**src/rtl/sha_pkg.sv**
```systemverilog
// sha_pkg: SHA-256 constants, types and helper functions shared by the compression core
//   state_t    : working state {a,b,c,d,e,f,g,h}, a in the top word
//   fsm_t      : control states of the iterative core
//   K, H0      : round constants and initial hash value
//   s0/s1      : message-schedule sigmas; S0/S1/ch/maj: round functions
//   blk_word   : extracts word i of a 512-bit block (W0 in the top word)
//   legal_rpc  : legal rounds-per-cycle values
package sha_pkg;
   typedef struct packed {
      logic [31:0] a, b, c, d, e, f, g, h;
   } state_t;
   typedef enum logic [1:0] {IDLE, BUSY, DONE} fsm_t;
   localparam logic [31:0] K [0:63] = '{
      32'h428a2f98, 32'h71374491, 32'hb5c0fbcf, 32'he9b5dba5, 32'h3956c25b, 32'h59f111f1, 32'h923f82a4, 32'hab1c5ed5,
      32'hd807aa98, 32'h12835b01, 32'h243185be, 32'h550c7dc3, 32'h72be5d74, 32'h80deb1fe, 32'h9bdc06a7, 32'hc19bf174,
      32'he49b69c1, 32'hefbe4786, 32'h0fc19dc6, 32'h240ca1cc, 32'h2de92c6f, 32'h4a7484aa, 32'h5cb0a9dc, 32'h76f988da,
      32'h983e5152, 32'ha831c66d, 32'hb00327c8, 32'hbf597fc7, 32'hc6e00bf3, 32'hd5a79147, 32'h06ca6351, 32'h14292967,
      32'h27b70a85, 32'h2e1b2138, 32'h4d2c6dfc, 32'h53380d13, 32'h650a7354, 32'h766a0abb, 32'h81c2c92e, 32'h92722c85,
      32'ha2bfe8a1, 32'ha81a664b, 32'hc24b8b70, 32'hc76c51a3, 32'hd192e819, 32'hd6990624, 32'hf40e3585, 32'h106aa070,
      32'h19a4c116, 32'h1e376c08, 32'h2748774c, 32'h34b0bcb5, 32'h391c0cb3, 32'h4ed8aa4a, 32'h5b9cca4f, 32'h682e6ff3,
      32'h748f82ee, 32'h78a5636f, 32'h84c87814, 32'h8cc70208, 32'h90befffa, 32'ha4506ceb, 32'hbef9a3f7, 32'hc67178f2};
   localparam state_t H0 = 256'h6a09e667_bb67ae85_3c6ef372_a54ff53a_510e527f_9b05688c_1f83d9ab_5be0cd19;
   function automatic logic [31:0] rotr(logic [31:0] x, int n);
      return (x >> n) | (x << (32 - n));
   endfunction
   function automatic logic [31:0] s0(logic [31:0] x);
      return rotr(x, 7) ^ rotr(x, 18) ^ (x >> 3);
   endfunction
   function automatic logic [31:0] s1(logic [31:0] x);
      return rotr(x, 17) ^ rotr(x, 19) ^ (x >> 10);
   endfunction
   function automatic logic [31:0] big_s0(logic [31:0] x);
      return rotr(x, 2) ^ rotr(x, 13) ^ rotr(x, 22);
   endfunction
   function automatic logic [31:0] big_s1(logic [31:0] x);
      return rotr(x, 6) ^ rotr(x, 11) ^ rotr(x, 25);
   endfunction
   function automatic logic [31:0] ch(logic [31:0] x, logic [31:0] y, logic [31:0] z);
      return (x & y) ^ (~x & z);
   endfunction
   function automatic logic [31:0] maj(logic [31:0] x, logic [31:0] y, logic [31:0] z);
      return (x & y) ^ (x & z) ^ (y & z);
   endfunction
   function automatic logic [31:0] blk_word(logic [511:0] b, int i);
      return b[511-32*i -: 32];
   endfunction
   function automatic bit legal_rpc(int r);
      return r inside {1, 2, 4, 8, 16};
   endfunction
endpackage

```
**src/rtl/sha_round.sv**
```systemverilog
// sha_round: one combinational SHA-256 round
//   st_i : working state before the round
//   k_i  : round constant K_t
//   w_i  : schedule word W_t
//   st_o : working state after the round
module sha_round
   import sha_pkg::*;
(
   input  state_t      st_i,
   input  logic [31:0] k_i,
   input  logic [31:0] w_i,
   output state_t      st_o
);
   logic [31:0] t1, t2;
   assign t1 = st_i.h + big_s1(st_i.e) + ch(st_i.e, st_i.f, st_i.g) + k_i + w_i;
   assign t2 = big_s0(st_i.a) + maj(st_i.a, st_i.b, st_i.c);
   assign st_o = '{a: t1 + t2, b: st_i.a, c: st_i.b, d: st_i.c,
                   e: st_i.d + t1, f: st_i.e, g: st_i.f, h: st_i.g};
endmodule

```
**src/rtl/sha_compress_iter.sv**
```systemverilog
// sha_compress_iter: iterative SHA-256 compression, ROUNDS_PER_CYCLE rounds per clock
//   clk, reset_n          : clock and synchronous active-low reset
//   in_valid/in_ready     : block handshake; in_state = H_in, in_block = W0..W15
//   out_valid/out_ready   : digest handshake; out_digest held until accepted
module sha_compress_iter
   import sha_pkg::*;
#(
   parameter int ROUNDS_PER_CYCLE = 1,
   parameter bit FEED_FORWARD     = 1
) (
   input  logic         clk,
   input  logic         reset_n,
   input  logic         in_valid,
   output logic         in_ready,
   input  logic [255:0] in_state,
   input  logic [511:0] in_block,
   output logic         out_valid,
   input  logic         out_ready,
   output logic [255:0] out_digest
);
   localparam int R = ROUNDS_PER_CYCLE;
   if (!legal_rpc(R)) begin : g_bad_r
      $error("sha_compress_iter: ROUNDS_PER_CYCLE=%0d is not one of 1,2,4,8,16", R);
   end
   fsm_t         fsm_q;
   logic [5:0]   cnt_q;
   state_t       state_q;
   logic [255:0] h_q;
   logic [31:0]  w_q [16];
   logic [31:0]  w_d [16];
   logic [31:0]  ext [0:15+R];
   state_t       st [0:R];
   logic [255:0] dig_d;
   logic         last;
   assign st[0] = state_q;
   for (genvar i = 0; i < R; i++) begin : g_round
      sha_round u_round (.st_i(st[i]), .k_i(K[cnt_q + 6'(i)]), .w_i(w_q[i]), .st_o(st[i+1]));
   end
   // Window holds W_cnt..W_cnt+15; the R words consumed now are shifted out and
   // R new words are appended, each later one chained off the earlier ones.
   always_comb begin
      for (int j = 0; j < 16; j++) ext[j] = w_q[j];
      for (int i = 0; i < R; i++) ext[16+i] = s1(ext[14+i]) + ext[9+i] + s0(ext[1+i]) + ext[i];
      for (int j = 0; j < 16; j++) w_d[j] = ext[j+R];
   end
   always_comb begin
      dig_d = st[R];
      if (FEED_FORWARD) for (int j = 0; j < 8; j++) dig_d[32*j +: 32] = h_q[32*j +: 32] + st[R][32*j +: 32];
   end
   assign last = ({1'b0, cnt_q} + 7'(R)) == 7'd64;
   always_ff @(posedge clk) begin
      if (!reset_n) begin
         fsm_q      <= IDLE;
         in_ready   <= 1'b1;
         out_valid  <= 1'b0;
         out_digest <= '0;
         cnt_q      <= '0;
      end else begin
         case (fsm_q)
            IDLE: if (in_valid) begin
               h_q      <= in_state;
               state_q  <= in_state;
               for (int j = 0; j < 16; j++) w_q[j] <= blk_word(in_block, j);
               cnt_q    <= '0;
               in_ready <= 1'b0;
               fsm_q    <= BUSY;
            end
            BUSY: begin
               state_q <= st[R];
               w_q     <= w_d;
               cnt_q   <= cnt_q + 6'(R);
               if (last) begin
                  out_digest <= dig_d;
                  out_valid  <= 1'b1;
                  fsm_q      <= DONE;
               end
            end
            DONE: if (out_ready) begin
               out_valid <= 1'b0;
               in_ready  <= 1'b1;
               fsm_q     <= IDLE;
            end
            default: fsm_q <= IDLE;
         endcase
      end
   end
endmodule

```
**config.mk**
```make
export PLATFORM = sky130hd
export DESIGN_NAME = sha_compress_iter
export DESIGN_NICKNAME = d
export VERILOG_FILES = /design/src/rtl/sha_pkg.sv /design/src/rtl/sha_round.sv /design/src/rtl/sha_compress_iter.sv
export SDC_FILE = /design/constraint.sdc
export NUM_CORES = 2
export LEC_CHECK = 0
export ABC_AREA = 1
export BUFFER_PORTS_ARGS = -buffer_cell sky130_fd_sc_hd__buf_2
export CAP_MARGIN = 0
export CORE_AREA = 2 2 395 397
export DETAILED_ROUTE_END_ITERATION = 8
export DIE_AREA = 0 0 397 399
export MAX_ROUTING_LAYER = met4
export PLACE_DENSITY_LB_ADDON = 0.1
export SLEW_MARGIN = 10
export SYNTH_ARGS = -nofsm -noshare
export SYNTH_HDL_FRONTEND = slang
export SYNTH_SLANG_ARGS = --single-unit
```
**constraint.sdc**
```tcl
create_clock -name clk -period 67.3 [get_ports clk]
set_input_delay 13.46 -clock clk [delete_from_list [all_inputs] [get_ports clk]]
set_output_delay 13.46 -clock clk [all_outputs]
set_load 0.05 [all_outputs]
```
==> flow_summary.yaml <==
status:
  outcome: "completed"
drt:
  routed_wirelength_um: 334000
  ant_nets: 0
  vias_per_cell: 5.78
  dr.pass1.iters: 8
  num_vias: 72589
  drt_iter0_drc: 9014
  drc: 0
  wl_per_cell_um: 26.6
layout:
  nets: 11703
  syn_to_final_growth_pct: 14.9
  fin_util_pct: 59.5
  drive_gt1_share_pct: 13.4
clock_tree:
  clockBufferDepth: 3
  cts_root_buf: "clkbuf_16"
  cts_resized: 0
  clock-sinks: 1290
  post-cts-setup-buffers: 0
  ctsHoldBuffers: 0
  cts_tree: "yes"
  clkTransAtPathRegs_ns: 0.06
  numCtsBuffers: 143
  insertion_delay_ns: 0.83
  htreeDepth: 4
setup_path:
  arrival_ns: 18.41
  r2r_slack_ns: 55.82
  slowest_stage: "buf_4"
  r2r_start: "cnt_q[1]"
  max_stage_delay_ns: 0.88
  required_ns: 67.72
  rr_worst_depth: 38
  cp_max_fo: 75
  criticalPathCategory: "in2reg"
  critPathCaptureType: "flop"
  cp-start-kind: "input pin"
  cpMostUsedCell: "buf_4"
  rr_endpoint: "out_digest[255]"
  cp_cell_sequence: "buf_4 -> inv_4 -> nor2_4 -> buf_4 -> buf_4 -> buf_4 -> buf_4"
yosys:
  synth_area_um2: 79600
  syn_area_per_cell_um2: 8.42
  synth_warnings: 0
  async_reset_ff_share_pct: 0
  ys_types: 60
  ys.flop_type: "edfxtp_1"
  postSynthCellCount: 9446
  yosysSeqAreaShare_pct: 45.3
  synth_edf_count: 1024
  syn_nets: 10811
  synth-seq-cells: 1290
floorplan:
  ios: 1030
  fp.dieW_um: 397
  die_area_um2: 158000
  start_util_pct: 51.8
  core_area_um2: 154000
  rows: 144
  die_h_um: 399
sta:
  fin_crit_sh_pct: 26.7
  skew_ns: 0.0399
  rsz0062_at_grt: "no"
  slew_viol_final: 0
  final-hold-violation-count: 0
  setup_viol_count_final: 0
  tightest_slew_ns: 1.23
  maxSlewHeadroom_pct: 17.7
  setup-tns-final_ns: 0
  fmax_ghz: 0.0556
  period_needed_ns: 17.99
global_route:
  grt_max_degree: 243
  antenna_found_initial: 54
  grt_use_total_pct: 42.4
  grt_pass1_wl_um: 467000
  grt_pass1_vias: 68430
  grt_overflow: 0
job:
  maxCapViolations: 0
placed_design:
  place_hpwl_um: 268000
  portBuffers: 1029
  gp_congestion: 1.06
worst_hold_path:
  hp-class: "reg2reg"
  holdPathStages: 2
  worstHoldStart: "out_digest[91]"
  holdPathEnd: "out_digest[91]"
[state kept, by name, summed over array words and instances (netlist names)]
signal,flops
cnt_q,6
out_digest,256
st,256
out_valid,1
ext,512
fsm_q,2
h_q,256
in_ready,1
[synth_stat cells, types with 3 or more instances]
library cell | n | area share [%]
nand2_1 | 2966 | 14
inv_1 | 1063 | 5.0
edfxtp_1 | 1024 | 39
a21oi_1 | 616 | 3.9
o21ai_0 | 614 | 3.9
nor2_1 | 565 | 2.7
ha_1 | 398 | 6.3
nand3_1 | 284 | 1.8
clkbuf_1 | 266 | 1.3
dfxtp_1 | 266 | 6.7
xor2_1 | 235 | 2.6
xnor2_1 | 204 | 2.2
fa_1 | 195 | 4.9
o211ai_1 | 79 | 0.75
nor3_1 | 68 | 0.43
o21ai_1 | 67 | 0.42
or2_2 | 65 | 0.51
a31oi_1 | 63 | 0.50
a21o_1 | 49 | 0.46
o21bai_1 | 40 | 0.38
nand4_1 | 38 | 0.30
buf_2 | 35 | 0.22
nor4_1 | 25 | 0.20
buf_1 | 23 | 0.11
o21a_1 | 23 | 0.22
a21boi_0 | 19 | 0.18
o221ai_1 | 19 | 0.21
a221oi_1 | 13 | 0.14
a211oi_1 | 11 | 0.10
and2_1 | 11 | 0.086
buf_4 | 11 | 0.10
maj3_1 | 11 | 0.14
nand3b_1 | 11 | 0.10
inv_2 | 9 | 0.042
o31ai_1 | 9 | 0.085
o22ai_1 | 7 | 0.055
a2111oi_0 | 5 | 0.055
a22oi_1 | 4 | 0.038
o311ai_0 | 4 | 0.044
a32o_1 | 3 | 0.038
o2111ai_1 | 3 | 0.033
[cells in the final DEF, fill, tap and decap left out, drive strengths merged, types with 7 or more instances in the layout]
| cell type | count |
|---|---|
| a211oi | 12 |
| a21boi | 21 |
| a21o | 49 |
| a21oi | 616 |
| a221oi | 13 |
| a31oi | 63 |
| and2 | 11 |
| buf | 1083 |
| bufinv | 11 |
| clkbuf | 181 |
| clkinv | 59 |
| dfxtp | 266 |
| diode | 52 |
| edfxtp | 1024 |
| fa | 195 |
| ha | 398 |
| inv | 1081 |
| maj3 | 11 |
| nand2 | 2968 |
| nand3 | 284 |
| nand3b | 11 |
| nand4 | 38 |
| nor2 | 565 |
| nor3 | 69 |
| nor4 | 27 |
| o211ai | 79 |
| o21a | 23 |
| o21ai | 682 |
| o21bai | 40 |
| o221ai | 19 |
| o22ai | 7 |
| o31ai | 9 |
| or2 | 67 |
| xnor2 | 204 |
| xor2 | 235 |
[kinds of logic (layout without fill, tap and decap cells)]
kind of cell / Yosys count / in the layout / share of synthesized area [%]
compound gates: 1662 / 1662 / 11.6
xor+xnor: 439 / 439 / 4.83
fa+ha+maj: 604 / 604 / 11.3
buf+inv: 1408 / 2420 / 6.76
flops: 1290 / 1290 / 45.3
other cells: 0 / 52 / 0
simple gates: 4043 / 4043 / 20.2
[metrics by stage]
| stage | instances | hold slack (ns) | setup WS (ns) | area (um2) |
|---|---|---|---|---|
| after global routing | 12543 | 0.483 | 49.13 | 91400 |
| after floorplan | 9446 | 0.494 | 19.35 | 79600 |
| after detailed placement | 12237 | 0.450 | 48.67 | 86400 |
| after CTS | 12502 | 0.467 | 49.55 | 91300 |
| after global placement | 12237 | 0.441 | 48.74 | 86400 |
| final | 12554 | 0.464 | 49.31 | 91400 |
[metal layers]
metal  track usage (%)  vias up  share of wire [%]
met5                 -        -                  0
met2              65.2     4278                 45
met1              53.2    34521                 39
met4              21.6        0                6.1
met3              8.46      787                 10
li1                  -    33003                  -
[worst max-delay path by stage]
stage	to	slack [ns]	from
6_report	st[487]	49.31	reset_n
5_1_grt	st[488]	49.13	reset_n
4_1_cts	ext[189]	49.55	reset_n
3_5_place_dp	st[484]	48.67	reset_n
3_3_place_gp	ext[36]	48.74	reset_n
2_1_floorplan	ext[100]	19.35	reset_n
[worst max-delay path: cells and delay by family]
family / cells / cell delay, ns
simple gates: 1 / 0.53
buf+inv: 6 / 3.96
[layout make-up]
| class | instances | area [um2] |
|---|---|---|
| tap | 2044 | 2560 |
| fill | 13839 | 62300 |
| sequential | 1290 | 36100 |
| multi-input combinational | 6748 | 38200 |
| antenna | 52 | 130 |
| inverter | 1072 | 4040 |
| clock inverter | 84 | 917 |
| timing repair buffer | 1083 | 5580 |
| clock buffer | 181 | 3960 |
Power is left out: the tool's default activity adds up to more than one toggle a clock period on the data nets, which glitch-free logic cannot reach.
